$ cat src/rtl/rtdf_sample_unpacker.sv
// Real-time data feed sample unpacker: turns a stream of WORD_W-bit FIFO words
// into SAMPLE_W-bit samples, carrying leftover bits across word boundaries.
module rtdf_sample_unpacker #(
  parameter int WORD_W    = 16,
  parameter int SAMPLE_W  = 3,
  parameter int LSB_FIRST = 1,
  parameter int CNT_W     = 32,
  parameter int UF_W      = 16,
  localparam int BUF_W    = WORD_W + SAMPLE_W - 1,
  localparam int NB_W     = $clog2(BUF_W + 1)
) (
  input  logic                clk,
  input  logic                reset,
  input  logic                word_empty,
  input  logic [WORD_W-1:0]   word_data,
  output logic                word_read,
  input  logic                sample_en,
  input  logic                flush,
  input  logic                halt,
  output logic                sample_valid,
  output logic [SAMPLE_W-1:0] sample_data,
  output logic [NB_W-1:0]     bits_available,
  output logic [CNT_W-1:0]    sample_count,
  output logic [UF_W-1:0]     underflow_count
);

  logic [BUF_W-1:0]    bits_q, bits_d;
  logic [NB_W-1:0]     nb_q, nb_d;
  logic                valid_q, valid_d;
  logic [SAMPLE_W-1:0] data_q, data_d;
  logic [CNT_W-1:0]    cnt_q, cnt_d;
  logic [UF_W-1:0]     uf_q, uf_d;

  logic              active;
  logic              take;
  logic [NB_W-1:0]   rem;
  logic [WORD_W-1:0] w;
  logic [BUF_W-1:0]  w_ext;
  logic [BUF_W-1:0]  kept;

  // MSB-first feeds are reversed once on load so unpacking is always LSB-first
  if (LSB_FIRST != 0) begin : g_lsb
    assign w = word_data;
  end else begin : g_msb
    for (genvar i = 0; i < WORD_W; i++) begin : g_rev
      assign w[i] = word_data[WORD_W-1-i];
    end
  end

  assign w_ext = BUF_W'(w);

  always_comb begin
    active    = !reset && !flush && !halt;
    take      = active && sample_en && (nb_q >= NB_W'(SAMPLE_W));
    rem       = take ? nb_q - NB_W'(SAMPLE_W) : nb_q;
    word_read = active && !word_empty && (rem < NB_W'(SAMPLE_W));
    kept      = take ? bits_q >> SAMPLE_W : bits_q;
  end

  always_comb begin
    bits_d  = bits_q;
    nb_d    = nb_q;
    valid_d = valid_q;
    data_d  = data_q;
    cnt_d   = cnt_q;
    uf_d    = uf_q;
    if (flush) begin
      bits_d  = '0;
      nb_d    = '0;
      valid_d = 1'b0;
    end else if (!halt) begin
      bits_d  = kept | (word_read ? w_ext << rem : '0);
      nb_d    = rem + (word_read ? NB_W'(WORD_W) : '0);
      valid_d = take;
      if (take) begin
        data_d = bits_q[SAMPLE_W-1:0];
        cnt_d  = cnt_q + CNT_W'(1);
      end else if (sample_en && (uf_q != '1)) begin
        uf_d = uf_q + UF_W'(1);
      end
    end
  end

  always_ff @(posedge clk) begin
    if (reset) begin
      bits_q  <= '0;
      nb_q    <= '0;
      valid_q <= 1'b0;
      data_q  <= '0;
      cnt_q   <= '0;
      uf_q    <= '0;
    end else begin
      bits_q  <= bits_d;
      nb_q    <= nb_d;
      valid_q <= valid_d;
      data_q  <= data_d;
      cnt_q   <= cnt_d;
      uf_q    <= uf_d;
    end
  end

  assign sample_valid    = valid_q;
  assign sample_data     = data_q;
  assign bits_available  = nb_q;
  assign sample_count    = cnt_q;
  assign underflow_count = uf_q;

endmodule

$ cat config.mk
export PLATFORM = sky130hd
export DESIGN_NAME = rtdf_sample_unpacker
export DESIGN_NICKNAME = d
export VERILOG_FILES = /design/src/rtl/rtdf_sample_unpacker.sv
export SDC_FILE = /design/constraint.sdc
export NUM_CORES = 1
export LEC_CHECK = 0
export ABC_AREA = 1
export BUFFER_PORTS_ARGS = -buffer_cell sky130_fd_sc_hd__buf_2
export CAP_MARGIN = 30
export CORE_ASPECT_RATIO = 0.8
export CORE_MARGIN = 4
export CORE_UTILIZATION = 60
export CTS_CLUSTER_DIAMETER = 120
export DETAILED_ROUTE_END_ITERATION = 6
export MAX_ROUTING_LAYER = met4
export PLACE_DENSITY = 0.94
export SETUP_SLACK_MARGIN = 0.1
export SLEW_MARGIN = 20
export SYNTH_ARGS = -nofsm -noshare
export SYNTH_HDL_FRONTEND = slang
export SYNTH_SLANG_ARGS = --single-unit
$ cat constraint.sdc
create_clock -name clk -period 3.4 [get_ports clk]
set_input_delay 0.51 -clock clk [delete_from_list [all_inputs] [get_ports clk]]
set_output_delay 0.51 -clock clk [all_outputs]
set_load 0.02 [all_outputs]
# Word-level counts from Yosys, hierarchy flattened
# Index checks and enable logic that the tools add are counted.
[totals]
reg_bits = 75
latch_bits = 0
ram_bits = 0
rom_bits = 0
output_inout_bits = 58
word_cells = 36
memories = 0
[classes]
add_sub_neg = 4
multipliers = 0
div = 0
order_cmp = 2
n_eq_ne = 1
shift = 1
muxes = 4
bitwise_logic = 4
n_reduce_logical = 14
[ops]
columns = ["op", "count"]
rows = [
  ["$mux W18", 2],
  ["$add A32 B1 Y32 const B", 1],
  ["$or A18 B18 Y18", 1],
  ["$shl A16 B5 Y18", 1],
  ["$add A16 B1 Y16 const B", 1],
  ["$ne A16 B16 Y1 const B", 1],
  ["$mux W5", 2],
  ["$logic_and A1 B1 Y1", 7],
  ["$add A5 B5 Y5", 1],
  ["$ge A5 B2 Y1 const B", 1],
  ["$lt A5 B2 Y1 const B", 1],
  ["$sub A5 B2 Y5 const B", 1],
  ["$logic_not A1 Y1", 4],
  ["$reduce_and A4 Y1", 1],
  ["$not A1 Y1", 3],
  ["$reduce_and A3 Y1", 1],
  ["$reduce_or A2 Y1", 1],
]

# Logic depth before layout (Yosys ltp)
# Gate-level depths: netlist of the first run.
[logic_depth]
word_depth = 10
depth_mapped = 14
mapped_depth_nobuf = 14

# Worst setup path before layout of the first run
# OpenSTA, ideal clock, no wires.
[synth_path]
kind = "reg2out"
startpoint = "register nb_q[0] (netlist: bits_available[0])"
endpoint = "output port word_read"
t_arrival_ns = 1.803
setup_slack_ns = 1.087
path_stages_with_launch = 10
path_cell_list = "dfxtp_1 > ha_1 > nor2_1 > nand3_4 > nand3_1 > nand2_4 > nand2_1 > nand3_1 > nor2_2 > buf_6"
[synth_via]
elab_chain_len = 5
[synth_rtl]
columns = ["element", "line", "rtl"]
rows = [
  ["from (decl)", "28", "logic [NB_W-1:0] nb_q, nb_d;"],
  ["from (signal assigned)", "94", "nb_q <= nb_d;"],
  ["$ge A5 B2 Y1", "54", "take = active && sample_en && (nb_q >= NB_W'(SAMPLE_W));"],
  ["$logic_and A1 B1 Y1", "54", ""],
  ["$mux W5 *", "55", "rem = take ? nb_q - NB_W'(SAMPLE_W) : nb_q;"],
  ["$lt A5 B2 Y1 *", "56", "word_read = active && !word_empty && (rem < NB_W'(SAMPLE_W));"],
  ["$logic_and A1 B1 Y1 *", "56", ""],
  ["to (decl)", "16", "output logic word_read,"],
]
# Mark *: on every way between the ends. The rest lies on a longest branch, timed or not.

# Final worst setup path of the first run
# Ends and elaborated chain as after synthesis.

==> results.md, run 1 <==
* Status: complete, no violations
* CTS Hold Bufs at 0
* Slew Limit Fails at 0
* Vias at between 5000 and 6000
* Synth Cell Area at 4690 um2
* Crit path to: word_read
* Syn nets at between 700 and 800
* Worst Path Required at slightly below 3 ns
* CTS resizes at 0
* Worst R2R Start: bits_available[0]
* CTS tree: done
* Hold Path Class: in2reg
* Pleak at between 2 and 2.5 nW
* CP Launch Point: bits_available[0]
* Post-layout net count at between 800 and 900
* Setup crit end kind: output pin
* Diodes inserted at 0
* Area Overhead vs Synth at 13.4%
* Syn Inst Count at 735
* Setup slack, reg-to-reg at 0.72 ns
* Largest net degree at the start of global routing at 53
* Crit Path Category: reg2out
* Worst-Margin Slew at 0.673 ns
* Fillers at 642
* Slowest cell on crit path: dfxtp_1
* Core ar. at ~7500 um2
* Final period util at between 90% and 100%
* CTS Buffer Depth at 2
* Post-CTS Setup Bufs at 0
* GR Util All Layers at a little under 30%
* Mean Syn Cell Area at 6.38 um2
* Max Freq at 325 MHz
* Pwr Density at around 320 nW/um2
* Peak VDD IR at roughly 0.32 mV
* Share of post-route cells with drive strength above 1 at ~16%
* Detailed-placement wirelength estimate at between 9000 and 10000 um
* RR Endpoint: underflow_count[6]
* Total CTS buffers at 9
* CP arrival at ~2.6 ns
* First-pass GRT wire length at roughly 21000 um
* Clock Sinks at 75
* Chip Width at 107 um
* Minimum clock period at around 3.1 ns
* Post-synthesis sequential area ratio at roughly 32%
* H-tree depth at 3
* Initial antenna violation count at 0
* Cell mode on critical path: nand2_1
* Worst Setup Start Kind: flip-flop
* #FFs+latches synth at between 70 and 80
* Detailed Route Iter0 Violations at approximately 500
* R2R depth at 11
* Max cap viols at 0
* IO Count at 80
* Setup TNS at 0 ns
* RSZ-0062 raised after global routing: false
* Rel. slew slack at 55.1%
* Drt pass-1 iters at 7
* Final hold vios at 0
* DRC Markers at 0
* Via-per-instance ratio at ~5.7
* CP cell instances: ha_1 > nor2_1 > nand3_4 > nand2_8 > inv_4 > nand2_1 > o21ai_2 > inv_2 > nand2_1 > nor2_2 > buf_2
* Worst-Skew Late Latency at 0.35 ns
* Initial core utilization at a little over three fifths
* Global route overflow at 0
* Std cell rows at 28
* Synth unique cells at 42
* Antenna Violating Nets Remaining at 0
* Chip height at 87.0 um
* Vias in the first global route at 4646
* Buffers on Ports at just under 80
* Area of the die at a little over 9000 um2
* Final GP Congestion at a little under 1
* Wirelength per Cell at approximately 14 um
* Final setup vio count at 0
* Synth warn at 0
* Worst hold slack at 0.453 ns
* Max incr delay on CP at approximately 0.4 ns
* Worst Path Max Fanout at 52
* Clock Root Buffer: clkbuf_8
* Clk slew on worst S/H paths at roughly 0.080 ns
* Worst Min Path Start: halt
* Clock skew at approximately 0.0076 ns
* Total Wirelength at 13100 um
state kept, by name, summed over array words and instances, names as in the netlist:
name	count
sample_valid	1
bits_available	5
underflow_count	16
sample_data	3
bits_q	18
sample_count	32
layout make-up:
| type | count | area (um2) | area share (%) |
|---|---|---|---|
| tap | 105 | 131 | 2.47 |
| inverter | 80 | 303 | 5.70 |
| clock buffer | 10 | 138 | 2.59 |
| sequential | 75 | 1500 | 28.3 |
| timing repair buffer | 84 | 433 | 8.15 |
| clock inverter | 6 | 63.8 | 1.20 |
| multi-input combinational | 555 | 2740 | 51.6 |
layer usage:
layer	vias up	GRT usage [%]	wire [um]
li1	2512	-	-
met4	0	6.97	125
met5	-	-	0
met2	283	45.4	6040
met1	2365	39.1	5690
met3	17	6.45	1280
cell usage after synthesis, drive strengths merged:
master  count  area [um2]
o21ba       1        10.0
nor3       20         121
a21oi      59         295
xor2       18         158
nand4      12        75.1
a211oi      2        15.0
nor4        4        31.3
nand3      77         420
nor3b       4        35.0
nand3b      1        7.51
o211ai      1        7.51
buf        12        88.8
xnor2       8        70.1
dfxtp      75        1500
clkbuf     13        48.8
ha          3        37.5
nor2       70         309
o21a        1        7.51
inv        80         303
a31oi       3        18.8
nand2     233         928
a21boi      1        7.51
o21ai      37         189
through the flow:
stage / total power, mW / util (%) / instance area, um2 / setup WS (ns) / cells
floorplan: 0.974 / - / 4690 / 1.09 / 735
global placement: 1.00 / 68.2 / 5110 / 0.769 / 899
detailed placement: 1.01 / 68.2 / 5110 / 0.691 / 899
CTS: 1.69 / 70.9 / 5310 / 0.348 / 915
global route: 1.74 / 70.9 / 5310 / 0.116 / 915
finish: 1.69 / 70.9 / 5310 / 0.326 / 915
critical path: cells and delay by family, from the launching register on:
family,cells,cell delay (ns)
AOI/OAI and AO/OA,1,0.07
adders and majority gates,1,0.28
buffers and inverters,3,0.44
DFF,1,0.40
and+or+nand+nor,6,1.00
placed cells by master (no fill, tap or decap), types with 6 or more instances in the layout:
cell      instances
o21ai_0          34
nor2_1           63
nand3_1          73
nor3_1           17
a21oi_1          59
buf_2            79
dfxtp_1          75
clkbuf_8         10
xor2_1           18
inv_1            77
nand4_1          12
nand2_2           6
nand2_1         223
xnor2_1           8
cells by family after synthesis:
family	Yosys count	synth area share, %
flip-flops	75	32.0
XOR/XNOR	26	4.86
buffers and inverters	105	9.40
AND/OR/NAND/NOR	421	41.1
AO/OA/AOI/OAI	105	11.7
adder cells (fa/ha/maj)	3	0.801
worst min path at each step:
stage,end,slack [ns],cells past startpoint
2_1_floorplan,bits_q[15],0.45,2
3_3_place_gp,bits_q[16],0.46,2
3_5_place_dp,bits_q[16],0.46,2
4_1_cts,sample_valid,0.45,3
5_1_grt,sample_valid,0.46,3
6_report,sample_valid,0.45,3
where the power goes:
group          internal [mW]  leakage, nW  switching, mW
Combinational         0.0339         1.57         0.0708
Sequential             0.881        0.604        0.00352
Clock                  0.359       0.0987          0.342
Note: power is estimated with default switching activity, not from simulation.
==> run 2, diff against run 1 <==
- clock period: 3.4 -> 3.76 ns (I/O delays scaled with it)
==> results.md, run 2 (synthesized netlist as in run 1, its figures left out) <==
* Chip height at 87.0 um (unchanged)
* IO Count at 80 (unchanged)
* Tot Pwr at 1.59 mW (was 1.69 mW)
* Drt pass-1 iters at 6 (was 7)
* Worst-Skew Late Latency at 0.35 ns (about the same)
* Final hold vios at 0 (unchanged)
* Total Wirelength at 13300 um (was 13100 um)
* Most frequent cells in the layout: nand2_1 (223), buf_2 (79), inv_1 (77) (unchanged)
* Vias in the first global route at 4543 (was 4646)
* Clock Sinks at 75 (unchanged)
* Worst Setup Start Kind: flip-flop (unchanged)
* Max Freq at 343 MHz
* Std cell rows at 28 (unchanged)
* DRC Markers at 0 (unchanged)
* Hold Path Class: reg2reg (was in2reg)
* Largest net degree at the start of global routing at 46 (was 53)
* Final setup vio count at 0 (unchanged)
* Pwr Density at 297 nW/um2 (was 318 nW/um2)
* CP Launch Point: bits_available[0] (unchanged)
* Area of the die at 9300 um2 (unchanged)
* Minimum clock period at approximately 3 ns
* Clk slew on worst S/H paths at 0.08 ns (about the same)
* Vias at 5192 (was 5177)
* Peak VDD IR at 0.213 mV (was 0.318 mV)
* Pleak at 2.30 nW (was 2.28 nW)
* H-tree depth at 3 (unchanged)
* CP arrival at 2.35 ns (was 2.56 ns)
* Final GP Congestion at 0.961 (was 0.965)
* Core ar. at 7500 um2 (unchanged)
* CTS Buffer Depth at 2 (unchanged)
* CTS Hold Bufs at 0 (unchanged)
* Total CTS buffers at 9 (unchanged)
* Via-per-instance ratio at 5.66 (about the same)
* First-pass GRT wire length at 21400 um (was 21500 um)
* Chip Width at 107 um (unchanged)
* Number of flip-flops in the largest register at 32 (unchanged)
* Share of post-route cells with drive strength above 1 at 16.1% (was 16.2%)
* GR Util All Layers at 29.3% (was 29.2%)
* Worst R2R Start: bits_available[0] (unchanged)
* Crit Path Category: reg2out (unchanged)
* Wirelength per Cell at 14.5 um (was 14.4 um)
* Global route overflow at 0 (unchanged)
* RSZ-0062 raised after global routing: false (unchanged)
* Buffers on Ports at 79 (unchanged)
* Status: complete, no violations (unchanged)
* Clock Root Buffer: clkbuf_8 (unchanged)
* Worst Min Path Start: bits_q[17] (was halt)
* Final period util at between 70% and 80%
* Rel. slew slack at 58.5% (was 55.1%)
* Clock skew at 0.00600 ns (was 0.00763 ns)
* Worst Path Max Fanout at 10 (was 52)
* Antenna Violating Nets Remaining at 0 (unchanged)
* Max cap viols at 0 (unchanged)
* Setup TNS at 0 ns (unchanged)
* Initial antenna violation count at 0 (unchanged)
* Initial core utilization at 62.5% (unchanged)
* Commonest non-fill, non-tap cell in the layout: nand2_1 (unchanged)
* Detailed-placement wirelength estimate at 9750 um (was 9700 um)
* Worst-Margin Slew at 0.621 ns (was 0.673 ns)
* Post-layout net count at 832 (was 830)
* CTS resizes at 0 (unchanged)
* Setup crit end kind: output pin (unchanged)
* DP Worst Slack at 1.21 ns (was 0.691 ns)
* Area Overhead vs Synth at 14.1% (was 13.4%)
* Worst Path Required at 3.20 ns (was 2.89 ns)
* Final worst slack at 0.843 ns (was 0.326 ns)
* Detailed Route Iter0 Violations at 510 (was 498)
* CTS tree: done (unchanged)
* Slew Limit Fails at 0 (unchanged)
* Diodes inserted at 0 (unchanged)
* Post-CTS Setup Bufs at 0 (unchanged)
* Worst hold slack at 0.475 ns (was 0.453 ns)
[run 2: changes by cell type in the layout (fill, tap and decap cells not counted)]
cell	previous run	this run
inv_6	1	0
bufinv_16	1	2
clkinv_4	0	1
clkbuf_1	0	2
clkinvlp_4	2	0
buf_4	5	7
clkinv_2	2	1
[run 2: worst paths after layout]
path / cells past startpoint / slack, ns / end
max: 9 / 0.84 / word_read
min: 2 / 0.47 / bits_q[17]
max reg2reg: 11 / 1.24 / underflow_count[6]
min reg2reg: 2 / 0.47 / bits_q[17]
[run 2: through the flow]
step / cells / util [%] / instance area (um2)
after global routing: 917 / 71.3 / 5350
after global placement: 901 / 68.4 / 5130
final: 917 / 71.3 / 5350
after detailed placement: 901 / 68.4 / 5130
after floorplan: 735 / - / 4690
after CTS: 917 / 71.3 / 5350
[run 2: final cells by class]
class,count,area (um2)
sequential,75,1500
timing repair buffer,86,448
multi-input combinational,555,2740
inverter,80,303
tap,105,131
clock buffer,12,145
fill,646,2150
clock inverter,4,73.8
[run 2: critical path, stage by stage (launching register included)]
cell and delay [ns]:
dfxtp_1 0.41, ha_1 0.28, nor2_1 0.17, nand3_4 0.16, nand3_1 0.30, nand2_4 0.15, nand2_1 0.09, nand3_1 0.09
nor2_2 0.16, buf_2 0.20
[run 2: routing by layer]
layer	GRT usage, %	wire (um)	share of wire, %	vias up
li1	-	-	-	2516
met4	7.20	244	1.8	0
met5	-	0	0	-
met2	45.9	6040	45	275
met3	5.78	1230	9.2	31
met1	39.1	5780	43	2370
[run 2: power breakdown]
| group | internal [mW] | leakage [nW] | switching, mW | total [mW] |
|---|---|---|---|---|
| sequential | 0.797 | 0.604 | 0.00285 | 0.800 |
| combinational | 0.0314 | 1.58 | 0.0651 | 0.0964 |
| clock | 0.393 | 0.111 | 0.301 | 0.693 |
| total | 1.22 | 2.30 | 0.369 | 1.59 |
==> run 3, diff against run 2 <==
- CORE_UTILIZATION: 60 -> 57
- PLACE_DENSITY: 0.94 -> 0.91
- clock period: 3.76 -> 2.7 ns (I/O delays scaled with it)
==> results.md, run 3 (synthesized netlist as in run 1, its figures left out) <==
* Status: complete, no violations (unchanged)
* Std cell rows at 29 (was 28)
* Total Wirelength at 13100 um (was 13300 um)
* H-tree depth at 3 (unchanged)
* CP cell instances: ha_4 > nor2_4 > nand3_4 > buf_4 > nand3_1 > nand2_1 > nand2_1 > nand3_1 > nor2_4 > buf_4 (was ha_1 > nor2_1 > nand3_4 > nand3_1 > nand2_4 > nand2_1 > nand3_1 > nor2_2 > buf_2)
* Final period util at 93.8%
* Chip height at 89.1 um (was 87.0 um)
* Initial core utilization at 58.7% (was 62.5%)
* GR Util All Layers at 28.3% (was 29.3%)
* Area Overhead vs Synth at 17.4% (was 14.1%)
* Vias in the first global route at 4823 (was 4543)
* Initial antenna violation count at 0 (unchanged)
* Area of the die at 9740 um2 (was 9300 um2)
* CTS Hold Bufs at 0 (unchanged)
* Pleak at 2.37 nW (was 2.30 nW)
* Largest net degree at the start of global routing at 31 (was 46)
* Core ar. at 7980 um2 (was 7500 um2)
* Setup TNS at 0 ns (unchanged)
* CP arrival at 2.13 ns (was 2.35 ns)
* Max cap viols at 0 (unchanged)
* Hold Path Class: in2reg (was reg2reg)
* R2R depth at 11 (unchanged)
* Drt pass-1 iters at 6 (unchanged)
* CTS Buffer Depth at 2 (unchanged)
* Chip Width at 109 um (was 107 um)
* Post-layout net count at 840 (was 832)
* Slew Limit Fails at 0 (unchanged)
* First-pass GRT wire length at 21600 um (was 21400 um)
* Worst Path Max Fanout at 7 (was 10)
* Hold path depth at 3 (was 2)
* Worst-Margin Slew at 0.596 ns (was 0.621 ns)
* Crit Path Category: reg2out (unchanged)
* Worst Setup Start Kind: flip-flop (unchanged)
* RSZ-0062 raised after global routing: false (unchanged)
* Worst Path Required at 2.30 ns (was 3.20 ns)
* Worst hold slack at 0.359 ns (was 0.475 ns)
* IO Count at 80 (unchanged)
* Peak VDD IR at 0.364 mV (was 0.213 mV)
* Setup crit end kind: output pin (unchanged)
* Critical path's top delay family: simple AND/OR/NAND/NOR gates (unchanged)
* Clock skew at 0.0103 ns (was 0.00600 ns)
* CP bufs+invs at 2 (was 1)
* Detailed Route Iter0 Violations at 473 (was 510)
* Commonest non-fill, non-tap cell in the layout: nand2_1 (unchanged)
* Clock Sinks at 75 (unchanged)
* Buffers on Ports at 79 (unchanged)
* Final setup vio count at 0 (unchanged)
* Slowest cell on crit path: dfxtp_4 (was dfxtp_1)
* Most frequent cells in the layout: nand2_1 (223), buf_2 (78), inv_1 (77) (was nand2_1 (223), buf_2 (79), inv_1 (77))
* DRC Markers at 0 (unchanged)
* Max Freq at around 400 MHz
* Antenna Violating Nets Remaining at 0 (unchanged)
* WP depth at 10 (was 9)
* Vias at 5212 (was 5192)
* Max incr delay on CP at 0.38 ns (was 0.41 ns)
* Via-per-instance ratio at 5.62 (was 5.66)
* Number of flip-flops in the largest register at 32 (unchanged)
* Clk slew on worst S/H paths at 0.07 ns (was 0.08 ns)
* Share of post-route cells with drive strength above 1 at 17.7% (was 16.1%)
* Detailed-placement wirelength estimate at 9360 um (was 9750 um)
* Clock Root Buffer: clkbuf_8 (unchanged)
* Total CTS buffers at 9 (unchanged)
* Minimum clock period at 2.53 ns
* Global route overflow at 0 (unchanged)
* Final hold vios at 0 (unchanged)
* Worst-Skew Late Latency at 0.36 ns (was 0.35 ns)
* CTS tree: done (unchanged)
* Rel. slew slack at 60.2% (was 58.5%)
* Pwr Density at 434 nW/um2 (was 297 nW/um2)
* Core Util, Final at 68.9% (was 71.3%)
* Final GP Congestion at 0.946 (was 0.961)
* Wirelength per Cell at 14.2 um (was 14.5 um)
* Diodes inserted at 0 (unchanged)
==> run 3: layer usage <==
layer / wire, um / global-route usage (%)
met3: 1060 / 5.63
met5: 0 / -
met2: 6330 / 46.2
met4: 195 / 8.83
met1: 5560 / 35.6
==> run 3: layout make-up <==
cell class	count	area, um2
multi-input combinational	556	2790
fill	684	2480
sequential	75	1510
timing repair buffer	93	507
inverter	80	303
clock inverter	6	136
tap	108	135
clock buffer	10	128
==> run 3: through the flow <==
| stage | area [um2] | worst slack (ns) | power, mW | instances |
|---|---|---|---|---|
| 2_1_floorplan | 4690 | 0.492 | 1.23 | 735 |
| 3_3_place_gp | 5150 | 0.293 | 1.26 | 906 |
| 3_5_place_dp | 5150 | 0.182 | 1.27 | 906 |
| 4_1_cts | 5480 | 0.114 | 2.40 | 928 |
| 5_1_grt | 5500 | 0.0894 | 2.46 | 928 |
| 6_report | 5500 | 0.167 | 2.39 | 928 |
==> run 3: worst paths after layout <==
kind,start,to,slack [ns]
worst max-delay path,bits_available[0],word_read,0.17
worst max register to register,bits_available[0],bits_q[0],0.41
worst min register to register,bits_q[17],bits_q[17],0.48
worst min-delay path,halt,sample_valid,0.36
==> run 3: worst min-delay path, cell delays in order <==
cell and delay, ns:
buf_2 0.13, nand2_1 0.07, a21oi_1 0.06
==> run 3: report_power, final <==
part	switching, mW	internal [mW]	total (mW)
clock network	0.431	0.711	1.14
registers	0.00415	1.11	1.11
logic	0.0886	0.0455	0.134
==> run 3: what timing repair did <==
action	4_1_cts	5_1_grt
setup endpoints to repair	1	2
buffers inserted	5	0
pin swaps	2	1
gates resized for setup	5	6
cloned	1	0
